[src/rtl/seg7_scan_ctrl.sv]
// rtl/seg7_scan_ctrl.sv - multiplexed N-digit 7-segment scanner with dead-time,
// leading-zero blanking and a frame-synchronous shadow buffer for tear-free updates.
module seg7_scan_ctrl #(
  parameter int NUM_DIGITS  = 8,
  parameter int SCAN_DIV    = 25000,
  parameter int DEAD_CYC    = 250,
  parameter int AN_ACT_LOW  = 1,
  parameter int SEG_ACT_LOW = 1
) (
  input  logic                      clk,
  input  logic                      rst_n,
  input  logic                      en,
  input  logic                      lz_en,
  input  logic                      load,
  input  logic [4*NUM_DIGITS-1:0]   data_i,
  input  logic [NUM_DIGITS-1:0]     dp_i,
  output logic                      pending,
  output logic                      frame_done,
  output logic [NUM_DIGITS-1:0]     AN,
  output logic [7:0]                seg
);

  localparam int CNT_W = (SCAN_DIV > 1) ? $clog2(SCAN_DIV) : 1;
  localparam int IDX_W = (NUM_DIGITS > 1) ? $clog2(NUM_DIGITS) : 1;
  localparam logic [CNT_W-1:0] CNT_LAST = CNT_W'(SCAN_DIV - 1);
  localparam logic [IDX_W-1:0] IDX_LAST = IDX_W'(NUM_DIGITS - 1);
  localparam logic [CNT_W:0]   DEAD_L   = (CNT_W + 1)'(DEAD_CYC);
  localparam logic             AN_INV   = (AN_ACT_LOW != 0);
  localparam logic             SEG_INV  = (SEG_ACT_LOW != 0);
  localparam logic [NUM_DIGITS-1:0] AN_OFF  = {NUM_DIGITS{AN_INV}};
  localparam logic [7:0]            SEG_OFF = {8{SEG_INV}};

  typedef enum logic {PH_BLANK, PH_DRIVE} phase_t;

  logic [CNT_W-1:0]        cnt_q, cnt_d;
  logic [IDX_W-1:0]        idx_q, idx_d;
  logic [4*NUM_DIGITS-1:0] disp_q, disp_d, shadow_q, shadow_d;
  logic [NUM_DIGITS-1:0]   disp_dp_q, disp_dp_d, shadow_dp_q, shadow_dp_d;
  logic                    pending_q, pending_d;
  logic                    frame_done_q, frame_done_d;
  logic [NUM_DIGITS-1:0]   an_q, an_d;
  logic [7:0]              seg_q, seg_d;

  phase_t                  phase;
  logic                    wrap, commit, upper_zero;
  logic [NUM_DIGITS-1:0]   an_lit, lz_blank;
  logic [7:0]              seg_lit;
  logic [3:0]              cur_nib;
  logic                    cur_dp, cur_blank;

  function automatic logic [6:0] hex_glyph(input logic [3:0] v);
    case (v)
      4'h0: hex_glyph = 7'b1111110;
      4'h1: hex_glyph = 7'b0110000;
      4'h2: hex_glyph = 7'b1101101;
      4'h3: hex_glyph = 7'b1111001;
      4'h4: hex_glyph = 7'b0110011;
      4'h5: hex_glyph = 7'b1011011;
      4'h6: hex_glyph = 7'b1011111;
      4'h7: hex_glyph = 7'b1110000;
      4'h8: hex_glyph = 7'b1111111;
      4'h9: hex_glyph = 7'b1111011;
      4'hA: hex_glyph = 7'b1110111;
      4'hB: hex_glyph = 7'b0011111;
      4'hC: hex_glyph = 7'b1001110;
      4'hD: hex_glyph = 7'b0111101;
      4'hE: hex_glyph = 7'b1001111;
      default: hex_glyph = 7'b1000111;
    endcase
  endfunction

  always_comb begin
    cnt_d        = cnt_q;
    idx_d        = idx_q;
    disp_d       = disp_q;
    disp_dp_d    = disp_dp_q;
    shadow_d     = shadow_q;
    shadow_dp_d  = shadow_dp_q;
    pending_d    = pending_q;

    wrap   = en && (cnt_q == CNT_LAST) && (idx_q == IDX_LAST);
    // With scanning halted every edge acts as a commit point.
    commit = !en || wrap;
    frame_done_d = wrap;

    if (!en) begin
      cnt_d = '0;
      idx_d = '0;
    end else if (cnt_q == CNT_LAST) begin
      cnt_d = '0;
      idx_d = (idx_q == IDX_LAST) ? '0 : idx_q + IDX_W'(1);
    end else begin
      cnt_d = cnt_q + CNT_W'(1);
    end

    if (commit) begin
      if (load) begin
        disp_d    = data_i;
        disp_dp_d = dp_i;
        pending_d = 1'b0;
      end else if (pending_q) begin
        disp_d    = shadow_q;
        disp_dp_d = shadow_dp_q;
        pending_d = 1'b0;
      end
    end else if (load) begin
      shadow_d    = data_i;
      shadow_dp_d = dp_i;
      pending_d   = 1'b1;
    end

    phase = ({1'b0, cnt_q} < DEAD_L) ? PH_BLANK : PH_DRIVE;

    // Walk from the most significant digit down, tracking whether all higher nibbles are zero.
    upper_zero = 1'b1;
    lz_blank   = '0;
    for (int k = NUM_DIGITS - 1; k >= 0; k--) begin
      upper_zero  = upper_zero && (disp_q[k*4 +: 4] == 4'h0);
      lz_blank[k] = lz_en && upper_zero && (k != 0) && !disp_dp_q[k];
    end

    an_lit    = '0;
    cur_nib   = 4'h0;
    cur_dp    = 1'b0;
    cur_blank = 1'b0;
    for (int k = 0; k < NUM_DIGITS; k++) begin
      if (idx_q == IDX_W'(k)) begin
        an_lit[k] = 1'b1;
        cur_nib   = disp_q[k*4 +: 4];
        cur_dp    = disp_dp_q[k];
        cur_blank = lz_blank[k];
      end
    end

    seg_lit = '0;
    if (en && phase == PH_DRIVE) begin
      if (!cur_blank) seg_lit = {hex_glyph(cur_nib), cur_dp};
    end else begin
      an_lit = '0;
    end

    an_d  = an_lit ^ AN_OFF;
    seg_d = seg_lit ^ SEG_OFF;
  end

  always_ff @(posedge clk or negedge rst_n) begin
    if (!rst_n) begin
      cnt_q        <= '0;
      idx_q        <= '0;
      disp_q       <= '0;
      disp_dp_q    <= '0;
      shadow_q     <= '0;
      shadow_dp_q  <= '0;
      pending_q    <= 1'b0;
      frame_done_q <= 1'b0;
      an_q         <= AN_OFF;
      seg_q        <= SEG_OFF;
    end else begin
      cnt_q        <= cnt_d;
      idx_q        <= idx_d;
      disp_q       <= disp_d;
      disp_dp_q    <= disp_dp_d;
      shadow_q     <= shadow_d;
      shadow_dp_q  <= shadow_dp_d;
      pending_q    <= pending_d;
      frame_done_q <= frame_done_d;
      an_q         <= an_d;
      seg_q        <= seg_d;
    end
  end

  assign pending    = pending_q;
  assign frame_done = frame_done_q;
  assign AN         = an_q;
  assign seg        = seg_q;

endmodule

[config.mk]
export PLATFORM = sky130hd
export DESIGN_NAME = seg7_scan_ctrl
export DESIGN_NICKNAME = d
export VERILOG_FILES = /design/src/rtl/seg7_scan_ctrl.sv
export SDC_FILE = /design/constraint.sdc
export NUM_CORES = 1
export LEC_CHECK = 0
export BUFFER_PORTS_ARGS = -buffer_cell sky130_fd_sc_hd__buf_2
export CELL_PAD_IN_SITES_DETAIL_PLACEMENT = 1
export CELL_PAD_IN_SITES_GLOBAL_PLACEMENT = 1
export CORE_MARGIN = 2
export CORE_UTILIZATION = 43
export CTS_CLUSTER_SIZE = 25
export DETAILED_ROUTE_END_ITERATION = 10
export PLACE_DENSITY_LB_ADDON = 0.1
export SLEW_MARGIN = 0
export SYNTH_ARGS = -nofsm -noshare
export SYNTH_HDL_FRONTEND = slang
export SYNTH_SLANG_ARGS = --single-unit
[constraint.sdc]
create_clock -name clk -period 3.6 [get_ports clk]
set_clock_uncertainty 0.1 [all_clocks]
set_input_delay 0 -clock clk [delete_from_list [all_inputs] [get_ports clk]]
set_output_delay 0 -clock clk [all_outputs]
set_load 0.01 [all_outputs]
# Word-level counts from Yosys, hierarchy flattened
# Memory sizes are Yosys's and may differ from the RTL's.
# Index checks and enable logic that the tools add are counted.
[totals] regBits=116 rom_bits=112 output_inout_bits=18 mem_count=1
[op_classes] n_addsub=2 magnitude_cmp=1 n_eq_ne=9 muxes=46 n_bitwise=3 reduce_logical=44
[mem_list] name="(no name shown)" depth=16 width=7 read_ports=1 rd_clocked_by_memory_dff=0 write_ports=0 line="52" rtl="case (v)"
[ops] cell="$mux W32" n=2
[ops] cell="$mux W8" n=5
[ops] cell="$mux W4" n=8
[ops] cell="$mux W15" n=2
[ops] cell="$logic_not A4 Y1" n=7
[ops] cell="$mux W1" n=26
[ops] cell="$logic_and A1 B1 Y1" n=23
[ops] cell="$not A8 Y8" n=2
[ops] cell="$add A15 B1 Y15 const B" n=1
[ops] cell="$eq A15 B15 Y1 const B" n=1
[ops] cell="$lt A15 B8 Y1 const B" n=1
[ops] cell="$eq A3 B3 Y1 const B" n=4
[ops] cell="$mux W3" n=3
[ops] cell="$logic_not A1 Y1" n=8
[ops] cell="$eq A3 B2 Y1 const B" n=2
[ops] cell="$reduce_and A2 Y1" n=2
[ops] cell="$reduce_bool A2 Y1" n=2
[ops] cell="$add A3 B1 Y3 const B" n=1
[ops] cell="$eq A3 B1 Y1 const B" n=1
[ops] cell="$logic_not A3 Y1" n=1
[ops] cell="$ne A2 B1 Y1 const B" n=1
[ops] cell="$logic_or A1 B1 Y1" n=1
[ops] cell="$not A1 Y1" n=1

# Depth between registers and ports, before layout
# Gate-level depths: netlist of run 1.
[depth] ltp_word=19 ltp_mapped=14 depth_no_buf=12

# Least setup slack after synthesis of run 1
# Ideal clock, no wire load.
[synth_path] path_type="flip-flop to flip-flop" startpoint="register idx_q[1]" endpoint="register seg_q[7] (netlist: seg[7])" arrival_ps=2458 t_required_ps=3406 setup_slack_ps=948 stages_incl_launch_ff=14 n_path_buf=2 path_cell_list="dfrtp_1 inv_1 ha_1 clkbuf_1 clkbuf_1 a21oi_1 a221oi_1 o221ai_1 nand2_1 inv_1 ha_1 a21boi_0 mux2i_1 o2111ai_1"
[synth_via] elab_chain_cells=13 word_cells_on_any_way=27
[synth_rtl] item="start: declaration" line="36" rtl="logic [IDX_W-1:0] idx_q, idx_d;"
[synth_rtl] item="start signal: assignment" line="160" rtl="idx_q <= idx_d;"
[synth_rtl] item="$logic_not A3 Y1" line="127" rtl="if (idx_q == IDX_W'(k)) begin"
[synth_rtl] item="$mux W4 (8 in series)" line="127"
[synth_rtl] item="$mem_v2 Z16 W7"
[synth_rtl] item="$mux W8 *" line="137" rtl="if (!cur_blank) seg_lit = {hex_glyph(cur_nib), cur_dp};"
[synth_rtl] item="$mux W8 *" line="136" rtl="if (en && phase == PH_DRIVE) begin"
[synth_rtl] item="$not A8 Y8 (no source line) *"
[synth_rtl] item="named net seg_d[7]" line="42" rtl="logic [7:0] seg_q, seg_d;"
[synth_rtl] item="end signal: assignment" line="168" rtl="seg_q <= seg_d;"
[synth_rtl] item="end: declaration" line="42"
# Mark *: on every way through the listed nets, which the timed path passes. The rest lies on a longest branch.
# A chain may end at the register's enable or synchronous reset.

# Final worst setup path of run 1
[layout_path] startpoint="register idx_q[1]" endpoint="register seg_q[6] (netlist: seg[6])"
# Same word-level chain as after synthesis.

==> qor.txt, run 1 <==
outcome - finished clean
worst hold path class - input port to asynchronous set/reset pin
clock slew at reported path FFs - 0.05 ns
Rows - 42
Leakage - 0.00319 µW
Final Slew Violations - 0
layout cell share with drive strength beyond 1 - 25.9%
first-pass GRT wire length - 23.0 mm
fin crit share - 87.4%
Global Route Usage Sum - 20.6%
Final nets - 686
number of synthesized register bits - 116
Rel. slew slack - 30.3%
ant diodes - 0
number of library cell types mapped by synthesis - 62
Net Sw Frac - 24.8%
post-synthesis async set-or-reset flop share - 100%
die height - 120 µm
Post-CTS Repair Setup Buffers - 0
starting density of the core - 43.9%
io pins - 63
Post-Syn Instances - 524
Cell Int Power - 2770 µW
most frequent cells in the layout - dfrtp_1, nand2_1, buf_2
Comb pwr share - 12.9%
worst r2r path cells - 8
reg-to-reg critical path endpoint - seg[6]
P&R area growth vs syn - 24.6%
worst setup path start - idx_q[1]
most common cell after layout, fill and taps aside - dfrtp_1
Synthesized Nets - 582
Die Span X - 120 µm
Worst Path Required - 3.84 ns
RSZ-0062 raised after global routing - no
Psw - 913 µW
kind of launch point of the worst setup path - flop
Peak Freq - 318 MHz
Reg power frac - 42.5%
CTS tree - done
core area - 13200 µm²
Post-synth EDFFs - 0
synthesized cell area - 5800 µm²
die area - 14400 µm²
fill count - 1412
Final setup viols - 0
VDD IR max - 313 µV
Max clock buf depth - 2
Post-route DRC - 0
total congestion overflow - 0
CP max stage delay - 0.55 ns
worst r2r src - idx_q[1]
worst slew pin tran - 1.05 ns
CTS Root Buffer Type - clkbuf_16
Power Total - 3690 µW
First-pass DRT Iterations - 4
clk_lat worst skew - 0.42 ns
critical path, cell by cell - inv_1, ha_1, nand2_1, o211a_1, a221oi_1, and2_1, mux2_2, o211ai_1
via count - 4235
CP max FO - 20
Final Hold Violating Endpoints - 0
setup tns final - 0 ns
Pwr per Cell Area - 511 nW/µm²
wire per inst - 16.8 µm
Setup crit end - seg[6]
DRT iter0 DRCs - 163
Clock H-tree levels - 4
clock sink total - 116
pin count of the biggest net entering global routing - 84
number of CTS-inserted buffers - 17
drt total wl - 13.7 mm
vias per cell - 5.18
vias in the first global route - 4700
crit path time final - 3.15 ns
Routed Antenna Nets - 0
arrival time of the worst setup path - 3.39 ns
input/output buffers - 62
critical path class - flop to flop
Clk pwr share - 44.6%
crit path capture type - flop
CP max stage cell - ha_1
initial antenna violation count - 0
Yosys warning count - 0
HPWL after detailed placement - 9.48 mm
Max Cap Viol - 0
register area share after synthesis - 50.4%
GP Congestion - 0.830
syn_area_per_cell - 11.1 µm²
Post-synth top flop - dfrtp_1
r2r setup slk - 0.45 ns
==> worst max-delay path: cells and delay by family (launching register included) <==
family                   cells  cell delay (ns)
buffers and inverters        1             0.09
AO/OA/AOI/OAI                3             0.86
adder cells (fa/ha/maj)      1             0.55
flip-flops                   1             0.41
multiplexers                 1             0.38
AND/OR/NAND/NOR              2             0.68
==> registers in the layout, indices dropped and copies added (netlist names) <==
| register | cells |
|---|---|
| shadow_dp_q | 8 |
| disp_dp_q | 8 |
| seg | 8 |
| cnt_q | 15 |
| disp_q | 32 |
| shadow_q | 32 |
| pending | 1 |
| AN | 8 |
| frame_done | 1 |
| idx_q | 3 |
==> Yosys cell counts, drive strengths merged, types with 4 or more instances <==
cell / number / area share, %
nor2: 32 / 2.1
clkbuf: 13 / 1.4
a211oi: 5 / 0.65
dfstp: 16 / 7.3
buf: 16 / 2.2
ha: 13 / 2.8
nor2b: 5 / 0.54
inv: 15 / 0.97
nor4: 8 / 1.1
a221oi: 5 / 0.76
nand4b: 4 / 0.60
xnor2: 6 / 0.91
and2: 4 / 0.43
mux2i: 45 / 7.8
nor3b: 4 / 0.52
o21ai: 47 / 4.4
nand3: 12 / 1.1
nand2: 66 / 4.4
dfrtp: 100 / 43
mux2: 41 / 8.0
nand3b: 4 / 0.52
xor2: 7 / 1.1
a21oi: 9 / 0.78
==> how the worst min path moves through the flow <==
| stage | end | slack [ns] | cells past startpoint |
|---|---|---|---|
| floorplan | cnt_q[0] | -0.40 | 0 |
| global placement | cnt_q[2] | 0.13 | 1 |
| detailed placement | shadow_dp_q[6] | 0.14 | 2 |
| CTS | shadow_dp_q[6] | 0.23 | 3 |
| global route | shadow_q[9] | 0.26 | 3 |
| finish | cnt_q[3] | 0.19 | 2 |
==> per-layer routing <==
metal  GRT usage, %  routed length [µm]  vias up
li1               -                   -     2075
met1           25.4                6270     2086
met2           34.8                6840       59
met3           4.80                 378       15
met4           8.53                 217        0
met5              0                   0        -
==> repair_timing <==
action	4_1_cts	5_1_grt
hold buffers	44	0
endpoints found under the hold margin	156	0
setup endpoints to repair	0	0
gates resized for setup	0	0
==> metrics by stage <==
step	worst slack (ns)	hold WS, ns	utilization (%)	cells	area [µm²]
5_1_grt	0.171	0.260	54.8	817	7220
4_1_cts	0.485	0.230	54.8	817	7220
3_3_place_gp	0.654	0.132	47.0	741	6200
6_report	0.455	0.192	54.8	817	7220
2_1_floorplan	0.948	-0.396	-	524	5800
3_5_place_dp	0.462	0.138	47.0	741	6200
==> area by class of cell <==
cell class	instances	area (µm²)	share of cell area, %
tap	176	220	3.05
sequential	116	2920	40.5
timing repair buffer	114	826	11.4
clock inverter	5	75.1	1.04
clock buffer	27	503	6.96
multi-input combinational	364	2620	36.3
inverter	15	56.3	0.779
==> cells by family after synthesis <==
family	share of synthesized area (%)
flops	50.4
simple gates	13.1
compound gates	11.4
xor+xnor	1.96
buf+inv	4.58
mux	15.7
fa+ha+maj	2.81
==> power by group through the flow <==
stage | Clock (µW) | Sequential, µW | Combinational, µW
2_1_floorplan | 0 | 1540 | 325
3_3_place_gp | 0 | 1580 | 420
3_5_place_dp | 0 | 1590 | 442
4_1_cts | 1690 | 1570 | 481
5_1_grt | 1750 | 1590 | 537
6_report | 1650 | 1570 | 474
Power figures use the tool's default switching activity.
==> inputs of run 2 (changes only) <==
BUFFER_PORTS_ARGS = -buffer_cell sky130_fd_sc_hd__buf_4   (was -buffer_cell sky130_fd_sc_hd__buf_2)
CORE_UTILIZATION = 47   (was 43)
==> run 2 against run 1 <==
- sequential power about the same
- largest cell class unchanged
- combinational power increased by 6.3%
- sequential share of layout area decreased by 1.1 points
==> qor.txt, run 2 (same netlist as run 1, synthesis figures left out) <==
outcome - finished clean (unchanged)
Final nets - 689 (was 686)
GP Congestion - 0.806 (was 0.830)
crit path capture type - flop (unchanged)
CTS tree - done (unchanged)
die height - 115 µm (was 120 µm)
Rel. slew slack - 42.7% (was 30.3%)
initial antenna violation count - 1 (was 0)
pin count of the biggest net entering global routing - 81 (was 84)
total congestion overflow - 0 (unchanged)
Rows - 40 (was 42)
worst hold path class - input port to asynchronous set/reset pin (unchanged)
Routed Antenna Nets - 0 (unchanged)
drt total wl - 15.2 mm (was 13.7 mm)
placed cells - 716 (was 741)
Worst Path Required - 3.81 ns (was 3.84 ns)
CP top delay family - adder cells (was compound AO/OA/AOI/OAI gates)
fin crit share - 85.3% (was 87.4%)
starting density of the core - 48.2% (was 43.9%)
r2r setup slk - 0.53 ns (was 0.45 ns)
Clock H-tree levels - 4 (unchanged)
Leakage - 0.00330 µW (was 0.00319 µW)
worst r2r path cells - 11 (was 8)
Max clock buf depth - 2 (unchanged)
critical path class - flop to flop (unchanged)
kind of launch point of the worst setup path - flop (unchanged)
core area - 12000 µm² (was 13200 µm²)
CP max FO - 14 (was 20)
P&R area growth vs syn - 28.1% (was 24.6%)
Global Route Usage Sum - 25.1% (was 20.6%)
Max Cap Viol - 0 (unchanged)
arrival time of the worst setup path - 3.28 ns (was 3.39 ns)
Post-DP Area - 6350 µm² (was 6200 µm²)
First-pass DRT Iterations - 4 (unchanged)
via count - 4407 (was 4235)
clock slew at reported path FFs - 0.05 ns (about the same)
vias in the first global route - 4945 (was 4700)
Pwr per Cell Area - 527 nW/µm² (was 511 nW/µm²)
most common cell after layout, fill and taps aside - dfrtp_1 (unchanged)
crit path time final - 3.07 ns (was 3.15 ns)
WP buf/inv - 1 (unchanged)
CP max stage delay - 0.42 ns (was 0.55 ns)
vias per cell - 5.57 (was 5.18)
post-cts resize count - 0 (unchanged)
die area - 13200 µm² (was 14400 µm²)
layout cell share with drive strength beyond 1 - 26.7% (was 25.9%)
worst slew pin tran - 0.860 ns (was 1.05 ns)
Final Slew Violations - 0 (unchanged)
Regs by FF count - disp_q x32, shadow_q x32, cnt_q x15 (unchanged)
worst r2r src - idx_q[0] (was idx_q[1])
reg-to-reg critical path endpoint - seg[7] (was seg[6])
Peak Freq - 326 MHz (was 318 MHz)
first-pass GRT wire length - 25.4 mm (was 23.0 mm)
DRT iter0 DRCs - 252 (was 163)
most frequent cells in the layout - dfrtp_1, buf_4, nand2_1 (was dfrtp_1, nand2_1, buf_2)
critical path, cell by cell - ha_1, ha_1, or2_2, a221oi_1, o221ai_1, nand2_1, inv_1, ha_1, a21boi_0, mux2i_1, o2111ai_1 (was inv_1, ha_1, nand2_1, o211a_1, a221oi_1, and2_1, mux2_2, o211ai_1)
fill count - 1255 (was 1412)
CP most frequent cell - ha_1
wire per inst - 19.3 µm (was 16.8 µm)
io pins - 63 (unchanged)
Die Span X - 115 µm (was 120 µm)
Post-route DRC - 0 (unchanged)
RSZ-0062 raised after global routing - no (unchanged)
Final Cell Area - 7420 µm² (was 7220 µm²)
non-filler cells, final - 791 (was 817)
number of CTS-inserted buffers - 17 (unchanged)
Final setup viols - 0 (unchanged)
CP max stage cell - dfrtp_1 (was ha_1)
Final Hold Violating Endpoints - 0 (unchanged)
setup tns final - 0 ns (unchanged)
input/output buffers - 62 (unchanged)
hold_ws - 0.166 ns (was 0.192 ns)
fin util - 61.8% (was 54.8%)
HPWL after detailed placement - 9.75 mm (was 9.48 mm)
clk_lat worst skew - 0.41 ns (was 0.42 ns)
clock sink total - 116 (unchanged)
VDD IR max - 394 µV (was 313 µV)
CTS Root Buffer Type - clkbuf_16 (unchanged)
run 2: repair_timing:
item / in CTS / in global routing
setup endpoints to repair: 0 / 0
buffers inserted: 0 / 0
endpoints found under the hold margin: 146 / 0
hold buffers: 43 / 0
run 2: worst max-delay path by stage:
stage,start,endpoint,slack [ns],cells past startpoint
2_1_floorplan,idx_q[1],seg[7],0.95,13
3_3_place_gp,idx_q[0],seg[6],0.69,9
3_5_place_dp,idx_q[0],seg[7],0.59,11
4_1_cts,idx_q[0],seg[7],0.55,11
5_1_grt,idx_q[0],seg[7],0.28,11
6_report,idx_q[0],seg[7],0.53,11
run 2: layout make-up:
class	count	area, µm²	area share, %
Antenna cell	1	2.50	0.0337
Clock buffer	22	464	6.25
Clock inverter	9	176	2.38
Inverter	15	56.3	0.758
Multi-Input combinational cell	364	2620	35.3
Sequential cell	116	2920	39.4
Tap cell	147	184	2.48
Timing Repair Buffer	117	998	13.4
run 2: worst reg2reg max path: stages, from the launching register on:
cell	delay, ns
dfrtp_1	0.42
ha_1	0.24
ha_1	0.35
or2_2	0.37
a221oi_1	0.23
o221ai_1	0.27
nand2_1	0.20
inv_1	0.10
ha_1	0.26
a21boi_0	0.15
mux2i_1	0.15
o2111ai_1	0.13
run 2: where the power goes:
part           leakage, µW  total [µW]  internal, µW  switching [µW]
registers          0.00141        1570          1450             119
logic              0.00158         504           247             257
clock network     0.000310        1840          1260             580
total              0.00330        3920          2960             956
run 2: metrics by stage:
| stage | total power, µW | setup WS, ns |
|---|---|---|
| final | 3920 | 0.528 |
| after global placement | 2020 | 0.686 |
| after CTS | 3950 | 0.551 |
| after detailed placement | 2050 | 0.585 |
| after global routing | 4090 | 0.284 |
| after floorplan | 1870 | 0.948 |
run 2: routing by layer:
| layer | GRT usage (%) | up-vias | routed length [µm] |
|---|---|---|---|
| li1 | - | 2076 | - |
| met1 | 30.7 | 2232 | 6740 |
| met2 | 44.6 | 80 | 7850 |
| met3 | 5.38 | 19 | 424 |
| met4 | 7.79 | 0 | 226 |
| met5 | 0 | - | 0 |
==> inputs of run 3 (changes only) <==
REMOVE_ABC_BUFFERS = 1   (was default)
==> run 3 against run 2 <==
- cell count fell by 0.25%
- register-to-register slack lost 0.02 ns
- utilization shrank 0.93 points
- critical path depth stayed put
- global-route usage decreased by 1.5 points
- flip-flop and latch count unchanged
- largest power group unchanged
- sequential share of layout area grew 0.60 points
- power decreased by 6.6%
- clock power is 13% lower
- combinational power decreased by 2%
- first-iteration DRC count down 1.6%
- hold slack got worse by 0.087 ns
- largest cell class unchanged
==> qor.txt, run 3 (same netlist as run 1, synthesis figures left out) <==
Leakage - 0.00325 µW (was 0.00330 µW)
crit path capture type - flop (unchanged)
CTS Root Buffer Type - clkbuf_16 (unchanged)
setup ws final - 0.513 ns (was 0.528 ns)
vias per cell - 5.55 (was 5.57)
Final setup viols - 0 (unchanged)
worst r2r src - idx_q[0] (unchanged)
critical path, cell by cell - ha_1, ha_1, or2_2, a221oi_1, o221ai_1, nand2_1, inv_1, ha_1, a21boi_0, mux2i_1, o2111ai_1 (unchanged)
Regs by FF count - disp_q x32, shadow_q x32, cnt_q x15 (unchanged)
Final Hold Violating Endpoints - 0 (unchanged)
Pwr per Cell Area - 500 nW/µm² (was 527 nW/µm²)
worst setup path start - idx_q[0] (unchanged)
critical path class - flop to flop (unchanged)
core area - 12000 µm² (unchanged)
layout cell share with drive strength beyond 1 - 26.0% (was 26.7%)
Routed Antenna Nets - 0 (unchanged)
clock slew at reported path FFs - 0.05 ns (about the same)
crit path time final - 3.09 ns (was 3.07 ns)
arrival time of the worst setup path - 3.31 ns (was 3.28 ns)
P&R area growth vs syn - 26.2% (was 28.1%)
fin crit share - 85.7% (was 85.3%)
total congestion overflow - 0 (unchanged)
GP Congestion - 0.876 (was 0.806)
first-pass GRT wire length - 24.0 mm (was 25.4 mm)
clk_lat worst skew - 0.42 ns (was 0.41 ns)
ant diodes - 0 (was 1)
CP max FO - 14 (unchanged)
die area - 13200 µm² (unchanged)
Die Span X - 115 µm (unchanged)
HPWL after detailed placement - 9.45 mm (was 9.75 mm)
starting density of the core - 48.2% (unchanged)
Max clock buf depth - 2 (unchanged)
pin count of the biggest net entering global routing - 81 (unchanged)
worst r2r path cells - 11 (unchanged)
pre-CTS setup slack - 0.502 ns (was 0.585 ns)
CP most frequent cell - ha_1 (unchanged)
Power Total - 3660 µW (was 3920 µW)
wire per inst - 18.1 µm (was 19.3 µm)
Clock H-tree levels - 4 (unchanged)
First-pass DRT Iterations - 4 (unchanged)
RSZ-0062 raised after global routing - no (unchanged)
vias in the first global route - 4770 (was 4945)
DRT iter0 DRCs - 248 (was 252)
CP max stage delay - 0.42 ns (about the same)
io pins - 63 (unchanged)
Max Cap Viol - 0 (unchanged)
placed cells - 714 (was 716)
Post-route DRC - 0 (unchanged)
Global Route Usage Sum - 23.6% (was 25.1%)
clock sink total - 116 (unchanged)
kind of launch point of the worst setup path - flop (unchanged)
input/output buffers - 62 (unchanged)
Worst Path Required - 3.82 ns (was 3.81 ns)
number of CTS-inserted buffers - 17 (unchanged)
Rel. slew slack - 49.0% (was 42.7%)
initial antenna violation count - 0 (was 1)
setup tns final - 0 ns (unchanged)
die height - 115 µm (unchanged)
via count - 4376 (was 4407)
Rows - 40 (unchanged)
CP max stage cell - dfrtp_1 (unchanged)
most common cell after layout, fill and taps aside - dfrtp_1 (unchanged)
most frequent cells in the layout - dfrtp_1, buf_4, nand2_1 (unchanged)
outcome - finished clean (unchanged)
Final Slew Violations - 0 (unchanged)
Final nets - 687 (was 689)
drt total wl - 14.3 mm (was 15.2 mm)
VDD IR max - 326 µV (was 394 µV)
non-filler cells, final - 789 (was 791)
Post-CTS Repair Setup Buffers - 0 (unchanged)
worst slew pin tran - 0.765 ns (was 0.860 ns)
CTS tree - done (unchanged)
Peak Freq - 324 MHz (was 326 MHz)
worst hold path class - input port to asynchronous set/reset pin (unchanged)
[run 3: cell types whose count changed in the layout (fill, tap and decap cells not counted)]
cell | previous run | this run
diode_2 | 1 | 0
clkinvlp_4 | 1 | 0
bufinv_16 | 5 | 2
clkinv_4 | 1 | 0
clkinv_2 | 2 | 4
buf_12 | 1 | 0
buf_4 | 73 | 72
clkbuf_1 | 3 | 7
[run 3: area by class of cell]
| cell class | count | area, µm² |
|---|---|---|
| clock inverter | 6 | 80.1 |
| sequential | 116 | 2920 |
| inverter | 15 | 56.3 |
| fill | 1280 | 4700 |
| timing repair buffer | 115 | 971 |
| tap | 147 | 184 |
| multi-input combinational | 364 | 2620 |
| clock buffer | 26 | 479 |
[run 3: routing by layer]
metal,vias up,global-route usage (%),share of wire [%]
met4,0,7.39,1.5
met1,2200,28.5,43
li1,2086,-,-
met3,18,6.01,3.5
met2,72,41.5,52
met5,-,0,0
[run 3: worst paths after layout]
kind,to,slack [ns]
max reg2reg,seg[7],0.51
max,seg[7],0.51
min,cnt_q[3],0.08
min in group clk,disp_q[15],0.15
max in group asynchronous,AN[4],2.34
min reg2reg,cnt_q[0],0.36
[run 3: worst max-delay path: cells and delay by family (launching register included)]
family	cells	cell delay [ns]
adder cells (fa/ha/maj)	3	0.84
buffers and inverters	1	0.10
AO/OA/AOI/OAI	4	0.78
flip-flops	1	0.42
multiplexers	1	0.18
AND/OR/NAND/NOR	2	0.57
[run 3: stage by stage]
step	utilization (%)	cell area (µm²)	hold WS, ns
2_1_floorplan	-	5590	-0.396
3_3_place_gp	52.6	6320	-0.0187
5_1_grt	60.9	7310	0.130
4_1_cts	60.9	7310	0.0869
6_report	60.9	7310	0.0788
3_5_place_dp	52.6	6320	-0.0129
[run 3: what timing repair did]
item                                    in CTS  in global routing
hold endpoints to repair                   145                  0
hold buffers                                43                  0
endpoints found under the setup margin       0                  0
resized for setup                            0                  0
[run 3: power by group]
group | internal, µW | switching (µW)
Sequential | 1460 | 112
Clock | 1050 | 548
Combinational | 245 | 250
